<file path="src/rtl/vga_scanout.sv">
// VGA 640x480@60 scanout: pixel-enable timing, 2x2 replicated framebuffer reads, aligned rgb/sync outputs.
// Optional VGA_SCANOUT_TEST_PATTERN_EN adds pattern_sel, which replaces rdata with 8 colour bars.
module vga_scanout #(
  parameter int DATA_WIDTH  = 12,
  parameter int ADDR_WIDTH  = 17,
  parameter int CLK_DIV     = 4,
  parameter int H_ACTIVE    = 640,
  parameter int H_FP        = 16,
  parameter int H_SYNC      = 96,
  parameter int H_BP        = 48,
  parameter int V_ACTIVE    = 480,
  parameter int V_FP        = 10,
  parameter int V_SYNC      = 2,
  parameter int V_BP        = 33,
  parameter int FB_WIDTH    = 320,
  parameter int SCALE_SHIFT = 1
) (
  input  logic                  clk,
  input  logic                  rst,
  input  logic                  en,
`ifdef VGA_SCANOUT_TEST_PATTERN_EN
  input  logic                  pattern_sel,
`endif
  output logic [ADDR_WIDTH-1:0] araddr,
  input  logic [DATA_WIDTH-1:0] rdata,
  output logic [3:0]            vga_r,
  output logic [3:0]            vga_g,
  output logic [3:0]            vga_b,
  output logic                  hsync,
  output logic                  vsync,
  output logic                  frame_start
);

  localparam int H_TOTAL = H_ACTIVE + H_FP + H_SYNC + H_BP;
  localparam int V_TOTAL = V_ACTIVE + V_FP + V_SYNC + V_BP;
  localparam int HW      = $clog2(H_TOTAL);
  localparam int VW      = $clog2(V_TOTAL);
  localparam int DW      = $clog2(CLK_DIV);

  localparam logic [DW-1:0]         DIV_LAST = DW'(CLK_DIV - 1);
  localparam logic [HW-1:0]         H_LAST   = HW'(H_TOTAL - 1);
  localparam logic [HW-1:0]         H_ACT    = HW'(H_ACTIVE);
  localparam logic [HW-1:0]         HS_START = HW'(H_ACTIVE + H_FP);
  localparam logic [HW-1:0]         HS_END   = HW'(H_ACTIVE + H_FP + H_SYNC - 1);
  localparam logic [VW-1:0]         V_LAST   = VW'(V_TOTAL - 1);
  localparam logic [VW-1:0]         V_ACT    = VW'(V_ACTIVE);
  localparam logic [VW-1:0]         VS_START = VW'(V_ACTIVE + V_FP);
  localparam logic [VW-1:0]         VS_END   = VW'(V_ACTIVE + V_FP + V_SYNC - 1);
  localparam logic [ADDR_WIDTH-1:0] FB_W     = ADDR_WIDTH'(FB_WIDTH);

  logic [DW-1:0] div_q, div_d;
  logic [HW-1:0] hcnt_q, hcnt_d;
  logic [VW-1:0] vcnt_q, vcnt_d;
  logic          tick;

  assign tick = en && (div_q == DIV_LAST);

  // Dropping en restarts the raster at pixel (0,0) on the next clock.
  always_comb begin
    div_d  = div_q;
    hcnt_d = hcnt_q;
    vcnt_d = vcnt_q;
    if (!en) begin
      div_d  = '0;
      hcnt_d = '0;
      vcnt_d = '0;
    end else begin
      div_d = tick ? '0 : div_q + DW'(1);
      if (tick) begin
        if (hcnt_q == H_LAST) begin
          hcnt_d = '0;
          vcnt_d = (vcnt_q == V_LAST) ? '0 : vcnt_q + VW'(1);
        end else begin
          hcnt_d = hcnt_q + HW'(1);
        end
      end
    end
  end

  always_ff @(posedge clk) begin
    if (rst) begin
      div_q  <= '0;
      hcnt_q <= '0;
      vcnt_q <= '0;
    end else begin
      div_q  <= div_d;
      hcnt_q <= hcnt_d;
      vcnt_q <= vcnt_d;
    end
  end

  logic active, hs_act, vs_act;

  assign active = (hcnt_q < H_ACT) && (vcnt_q < V_ACT);
  assign hs_act = (hcnt_q >= HS_START) && (hcnt_q <= HS_END);
  assign vs_act = (vcnt_q >= VS_START) && (vcnt_q <= VS_END);

  // Framebuffer address: each stored pixel covers a 2^SCALE_SHIFT square on screen.
  logic [ADDR_WIDTH-1:0] row_w, col_w, addr_w;
  logic [ADDR_WIDTH-1:0] araddr_q, araddr_d;

  assign row_w  = ADDR_WIDTH'(vcnt_q >> SCALE_SHIFT);
  assign col_w  = ADDR_WIDTH'(hcnt_q >> SCALE_SHIFT);
  assign addr_w = row_w * FB_W + col_w;

  always_comb begin
    araddr_d = '0;
    if (en && active) araddr_d = addr_w;
  end

  always_ff @(posedge clk) begin
    if (rst) araddr_q <= '0;
    else     araddr_q <= araddr_d;
  end

  assign araddr = araddr_q;

  logic [11:0] colour;

`ifdef VGA_SCANOUT_TEST_PATTERN_EN
  localparam int BAR_W = H_ACTIVE / 8;

  logic [2:0]  bar;
  logic [2:0]  bar_rgb;
  logic [11:0] bar_colour;

  always_comb begin
    bar = '0;
    for (int k = 1; k < 8; k++)
      if (hcnt_q >= HW'(k * BAR_W)) bar = 3'(k);
    case (bar)
      3'd0:    bar_rgb = 3'b111;
      3'd1:    bar_rgb = 3'b110;
      3'd2:    bar_rgb = 3'b011;
      3'd3:    bar_rgb = 3'b010;
      3'd4:    bar_rgb = 3'b101;
      3'd5:    bar_rgb = 3'b100;
      3'd6:    bar_rgb = 3'b001;
      default: bar_rgb = 3'b000;
    endcase
    bar_colour = {{4{bar_rgb[2]}}, {4{bar_rgb[1]}}, {4{bar_rgb[0]}}};
  end

  assign colour = pattern_sel ? bar_colour : rdata[11:0];
`else
  assign colour = rdata[11:0];
`endif

  // rdata for the current pixel has settled by the tick clock, so everything is captured together.
  logic [11:0] rgb_q, rgb_d;
  logic        hsync_q, hsync_d;
  logic        vsync_q, vsync_d;
  logic        fs_q, fs_d;

  always_comb begin
    rgb_d   = rgb_q;
    hsync_d = hsync_q;
    vsync_d = vsync_q;
    fs_d    = 1'b0;
    if (!en) begin
      rgb_d   = '0;
      hsync_d = 1'b1;
      vsync_d = 1'b1;
    end else if (tick) begin
      rgb_d   = active ? colour : 12'h000;
      hsync_d = !hs_act;
      vsync_d = !vs_act;
      fs_d    = (hcnt_q == '0) && (vcnt_q == '0);
    end
  end

  always_ff @(posedge clk) begin
    if (rst) begin
      rgb_q   <= '0;
      hsync_q <= 1'b1;
      vsync_q <= 1'b1;
      fs_q    <= 1'b0;
    end else begin
      rgb_q   <= rgb_d;
      hsync_q <= hsync_d;
      vsync_q <= vsync_d;
      fs_q    <= fs_d;
    end
  end

  assign vga_r       = rgb_q[11:8];
  assign vga_g       = rgb_q[7:4];
  assign vga_b       = rgb_q[3:0];
  assign hsync       = hsync_q;
  assign vsync       = vsync_q;
  assign frame_start = fs_q;

endmodule
</file>
<file path="config.mk">
export PLATFORM = sky130hd
export DESIGN_NAME = vga_scanout
export DESIGN_NICKNAME = d
export VERILOG_FILES = /design/src/rtl/vga_scanout.sv
export SDC_FILE = /design/constraint.sdc
export NUM_CORES = 1
export LEC_CHECK = 0
export ABC_AREA = 1
export CAP_MARGIN = 30
export CORE_UTILIZATION = 30
export DETAILED_ROUTE_END_ITERATION = 6
export MAX_ROUTING_LAYER = met4
export PLACE_DENSITY = 0.53
export SKIP_LAST_GASP = 1
export SYNTH_ARGS = -nofsm -noshare
export SYNTH_HDL_FRONTEND = slang
export SYNTH_SLANG_ARGS = --single-unit
</file>
<file path="constraint.sdc">
create_clock -name clk -period 5.5 [get_ports clk]
set_input_delay 0.55 -clock clk [delete_from_list [all_inputs] [get_ports clk]]
set_output_delay 0.55 -clock clk [all_outputs]
set_load 0.02 [all_outputs]
</file>
==> summary.txt, run 1 <==
WL final: 6570 um
antenna violations before repair: 0
H-tree Lvls: 2
uppermost routed layer: met4
area added between synthesis and finish: 23.2%
Async S/R FF share, synth: 0%
Clk Latency, worst-skew pair: 0.30 ns
vias in the first global route: 2400
P_leak: 0.00155 uW
post-synthesis sequential area ratio: 36.1%
CTS tree: yes
ranking of synthesized cells by area: dfxtp_1 (36%), nand2_1 (10%), ha_1 (9.2%)
first-pass GRT wire length: 11200 um
Remaining Overflow, GRT: 0
CTS Buf Count: 5
Die Width: 102 um
hold_buf cts: 0
post-CTS sizing: 0
number of enable flip-flop cells after synthesis: 0
Initial Util: 30.8%
drt pass-1 iters: 4
Design Area, Final: 3690 um2
Row Count: 36
Avg WL per Cell: 11.3 um
Synth Flop Type: dfxtp_1
most frequent CP cell: inv_2
number of port buffers: 46
pre-CTS WS: 2.55 ns
HPWL after DPL: 5150 um
WL met3: 201 um
Critical Path Slowest Stage Cell: nor2_2
PnR worst setup slack: 2.89 ns
total clock sinks: 54
post-DR vias/cell: 4.54
Clock Tree Root: clkbuf_8
min Tclk post-route: 2.61 ns
Worst Path Class, Setup: in2reg
Synth top cells by count: nand2_1 (81), dfxtp_1 (54), inv_1 (47)
drt first-iter violations: 131
Post-Syn Area: 2990 um2
status: finished, final reports clean
dpl cell area: 3580 um2
postcts setup bufs: 0
Net Count, Synth: 440
count leader, synth: nand2_1
met2 WL: 2920 um
share of cells above drive strength 1: 10.7%
RSZ-0062 raised after global routing: no
WP data arrival: 2.87 ns
Clock Path Buffers: 2
final count of hold timing violations: 0
Detail Route Antenna Nets: 0
Worst-path clk slew: 0.09 ns
DRC errors left: 0
post-synthesis register bit count: 54
actual slew at the worst max-slew pin: 0.680 ns
worst hold path class: reg2reg
FF-to-FF path depth: 13
CP max stage delay: 0.52 ns
gr usage total: 13.9%
gpl congestion: 0.829
worst hold stages: 1
# IOs: 47
Worst setup SP type: input port
ordered list of cells on the worst path: clkdlybuf4s50_1 -> inv_1 -> nor2_2 -> inv_2 -> nor2_4 -> inv_2 -> a21oi_1 -> o21a_1
Final Power: 691 uW
M1 WL: 3380 um
# diodes: 0
Critical Path End Type: register
Yosys cell types: 36
cells after synthesis: 401
final setup fails: 0
Avg Inst Size Synth: 7.46 um2
post-synth top area share: 36.1%
Die Y-Extent: 102 um
via count: 2634
Worst Skew: 0.00655 ns
maximum vdd drop: 0.116 mV
largest net degree at the start of global routing: 19
final period utilization: 47.5%
Synth area leader: dfxtp_1
Slew HR: 54.6%
nets: 486
die area: 10400 um2
Max-Cap Viols: 0
fin. max-slew vios: 0
final setup TNS: 0 ns
Max Clock Freq: 383 MHz
Cell Pwr Density: 187 nW/um2
CP Data Required Time: 5.76 ns
core area: 9730 um2
crit path max fanout: 18
Final Util: 37.9%
synth warn: 0
power breakdown:
| group | switching, uW | internal (uW) | total (uW) |
|---|---|---|---|
| Clock | 127 | 146 | 272 |
| Sequential | 0.423 | 392 | 392 |
| Combinational | 14.4 | 12.5 | 26.9 |
per-layer routing:
layer  vias up  GRT usage [%]
met4         0           3.85
met2        46           20.2
met1      1172           19.8
met5         -              -
li1       1409              -
met3         7           2.33
critical path, delay by kind of cell:
family / cells / cell delay (ns)
and+or+nand+nor: 2 / 0.97
buffers and inverters: 4 / 1.05
AOI/OAI and AO/OA: 2 / 0.29
cells by family (layout without fill, tap and decap cells):
kind of cell    count (synthesis)  count (layout)  share of synthesized area [%]
simple gates                  209             209                           34.7
buf+inv                        63             109                           8.70
flops                          54              54                           36.1
compound gates                 45              45                           8.24
fa+ha+maj                      24              24                           10.5
xor+xnor                        6               6                           1.76
through the flow:
stage,instances,hold WS (ns)
2_1_floorplan,401,0.397
3_3_place_gp,573,0.408
3_5_place_dp,573,0.411
4_1_cts,580,0.425
5_1_grt,580,0.465
6_report,580,0.425
worst paths after layout:
check	from	to	slack [ns]
max reg2reg	vcnt_q[4]	araddr[16]	3.05
min	div_q[0]	div_q[0]	0.43
min reg2reg	div_q[0]	div_q[0]	0.43
max	en	araddr[14]	2.89
sequential cells by signal (all words and copies together) (netlist names):
name	flops
hcnt_q	10
hsync	1
araddr	17
div_q	2
frame_start	1
vcnt_q	10
vsync	1
rgb_q	12
cell type report:
type | count | area (um2)
clock inverter | 1 | 30.0
clock buffer | 6 | 82.6
timing repair buffer | 46 | 460
fill | 1049 | 6040
sequential | 54 | 1080
inverter | 56 | 216
tap | 133 | 166
multi-input combinational | 284 | 1650
placed cells by master (no fill, tap or decap), drive strengths merged:
| cell | synthesis | layout |
|---|---|---|
| a211oi | 3 | 3 |
| a21oi | 27 | 27 |
| a31oi | 1 | 1 |
| and3b | 1 | 1 |
| bufinv | 0 | 1 |
| clkbuf | 3 | 6 |
| clkdlybuf4s50 | 0 | 46 |
| clkinv | 2 | 2 |
| dfxtp | 54 | 54 |
| fa | 2 | 2 |
| ha | 22 | 22 |
| inv | 54 | 54 |
| nand2 | 89 | 89 |
| nand3 | 44 | 44 |
| nand3b | 3 | 3 |
| nand4 | 14 | 14 |
| nor2 | 47 | 47 |
| nor3 | 9 | 9 |
| nor4 | 2 | 2 |
| o21a | 2 | 2 |
| o21ai | 11 | 11 |
| o32ai | 1 | 1 |
| xor2 | 6 | 6 |
Power figures use the tool's default switching activity.
==> run 2, diff against run 1 <==
==> constraint.sdc (replaced) <==
create_clock -name clk -period 2.6 [get_ports clk]
set_input_delay 0.26 -clock clk [delete_from_list [all_inputs] [get_ports clk]]
set_output_delay 0.26 -clock clk [all_outputs]
set_load 0.02 [all_outputs]
==> run 2 against run 1 <==
  * Final cell count increased by 0.86%
  * Via count increased by 0.49%
  * Non-clock buffer count increased by 4
  * Utilization increased by 0.42 points
  * Critical endpoint is now araddr[15]
==> summary.txt, run 2 (synthesized netlist as in run 1, its figures left out) <==
status: finished, final reports clean
gpl congestion: 0.843 (+1.7%)
# IOs: 47 (unchanged)
Clk Latency, worst-skew pair: 0.31 ns (about the same)
crit path max fanout: 6 (-12)
Critical Path End Type: register
Avg WL per Cell: 11.3 um (-0.12%)
CTS tree: yes
core area: 9730 um2 (unchanged)
Clock Path Buffers: 2 (unchanged)
Design Area, Final: 3730 um2 (+1.1%)
final setup fails: 0 (unchanged)
RSZ-0062 raised after global routing: no
CTS Buf Count: 5 (unchanged)
# fillers: 1027 (-2.1%)
Remaining Overflow, GRT: 0 (unchanged)
total clock sinks: 54 (unchanged)
Initial Util: 30.8% (unchanged)
crit path launch: vcnt_q[2]
FF-to-FF path depth: 12 (-1)
FF-to-FF End: araddr[15]
ordered list of cells on the worst path: ha_1 -> ha_1 -> inv_1 -> fa_1 -> nor2_1 -> nand4_1 -> nand2_1 -> nand3b_1 -> nor2_1 -> nand3_1 -> nand2_1 -> nor2_1
number of port buffers: 46 (unchanged)
Die Width: 102 um (unchanged)
final setup TNS: 0 ns (unchanged)
area added between synthesis and finish: 24.6%
first-pass GRT wire length: 11100 um (-0.38%)
Max Clock Freq: 429 MHz
CP max stage delay: 0.44 ns (-0.08 ns)
# diodes: 0 (unchanged)
H-tree Lvls: 2 (unchanged)
fin. max-slew vios: 0 (unchanged)
Worst Skew: 0.0139 ns (+0.00733 ns)
dpl cell area: 3610 um2 (+0.84%)
hold_buf cts: 0 (unchanged)
Detail Route Antenna Nets: 0 (unchanged)
worst hold stages: 1 (unchanged)
commonest non-fill, non-tap cell in the layout: nand2_1
Clock Tree Root: clkbuf_8
Cell Pwr Density: 401 nW/um2 (+110%)
drt pass-1 iters: 4 (unchanged)
WP data arrival: 2.54 ns (-0.33 ns)
gr usage total: 13.7% (-0.18 points)
reg2reg start: vcnt_q[2]
WL final: 6620 um (+0.75%)
Die Y-Extent: 102 um (unchanged)
antenna violations before repair: 0 (unchanged)
largest net degree at the start of global routing: 19 (unchanged)
final period utilization: 89.7%
Slew HR: 72.0% (+17 points)
r2r setup slk: 0.27 ns (-2.78 ns)
postcts setup bufs: 0 (unchanged)
drt first-iter violations: 101 (-23%)
Worst setup SP type: register
Row Count: 36 (unchanged)
worst hold path class: reg2reg
post-DR vias/cell: 4.52 (-0.37%)
share of cells above drive strength 1: 12.2% (+1.4 points)
HPWL after DPL: 5090 um (-1.1%)
die area: 10400 um2 (unchanged)
most frequent cells in the layout: nand2_1 (81), dfxtp_1 (52), inv_1 (47)
Hold Crit Start: div_q[0]
P_leak: 0.00157 uW (+1.7%)
Critical Path Slowest Stage Cell: fa_1
post-CTS sizing: 0 (unchanged)
Worst Path Class, Setup: reg2reg
nets: 490 (+0.82%)
CP Data Required Time: 2.81 ns (-2.95 ns)
max reg flops: 17 (unchanged)
maximum vdd drop: 0.232 mV (+100%)
hold endpoint: div_q[0]
actual slew at the worst max-slew pin: 0.419 ns (-0.261 ns)
final count of hold timing violations: 0 (unchanged)
vias in the first global route: 2448 (+2.0%)
Max-Cap Viols: 0 (unchanged)
via count: 2647 (+0.49%)
DRC errors left: 0 (unchanged)
min Tclk post-route: 2.33 ns
Worst-path clk slew: 0.11 ns (+0.02 ns)
most frequent CP cell: nor2_1
[run 2: cell types whose count changed in the layout (fill, tap and decap cells not counted)]
cell,delta
dfxtp_1,-2
dfxtp_2,+2
buf_4,+4
inv_6,+1
[run 2: how the worst max path moves through the flow]
stage | end
after floorplan | araddr[15]
after global placement | araddr[15]
after detailed placement | araddr[15]
after CTS | araddr[15]
after global routing | araddr[15]
final | araddr[15]
[run 2: final cells by class]
type | count | area [um2] | area share [%]
multi-input combinational | 284 | 1650 | 44.3
sequential | 54 | 1080 | 29.1
timing repair buffer | 50 | 490 | 13.1
clock inverter | 2 | 38.8 | 1.04
inverter | 56 | 216 | 5.80
clock buffer | 6 | 82.6 | 2.21
tap | 133 | 166 | 4.46
[run 2: worst max-delay path: cells and delay by family, from the launching register on]
| family | cells | cell delay (ns) |
|---|---|---|
| adders and majority gates | 3 | 0.97 |
| buffers and inverters | 1 | 0.07 |
| DFF | 1 | 0.37 |
| and+or+nand+nor | 8 | 0.84 |
[run 2: layer usage]
metal,vias up,part of all wire [%],GRT usage (%)
met5,-,0,-
met2,40,45,21.6
met3,4,3.0,2.05
met1,1192,51,18.4
met4,0,0.89,3.74
li1,1411,-,-
[run 2: power breakdown]
part	internal (uW)	leakage (uW)	total (uW)	switching [uW]
Combinational	28.3	0.00108	60.6	32.3
Clock	317	0.0000618	607	289
Sequential	829	0.000436	830	0.987
[run 2: through the flow]
stage	util (%)	setup WS (ns)	instances	hold WS [ns]	power, uW
finish	38.3	0.267	585	0.435	1500
global route	38.3	0.0561	585	0.458	1540
CTS	38.3	0.205	585	0.439	1510
detailed placement	37.1	0.217	577	0.422	910
global placement	37.1	0.292	577	0.405	909
floorplan	-	0.422	401	0.391	879
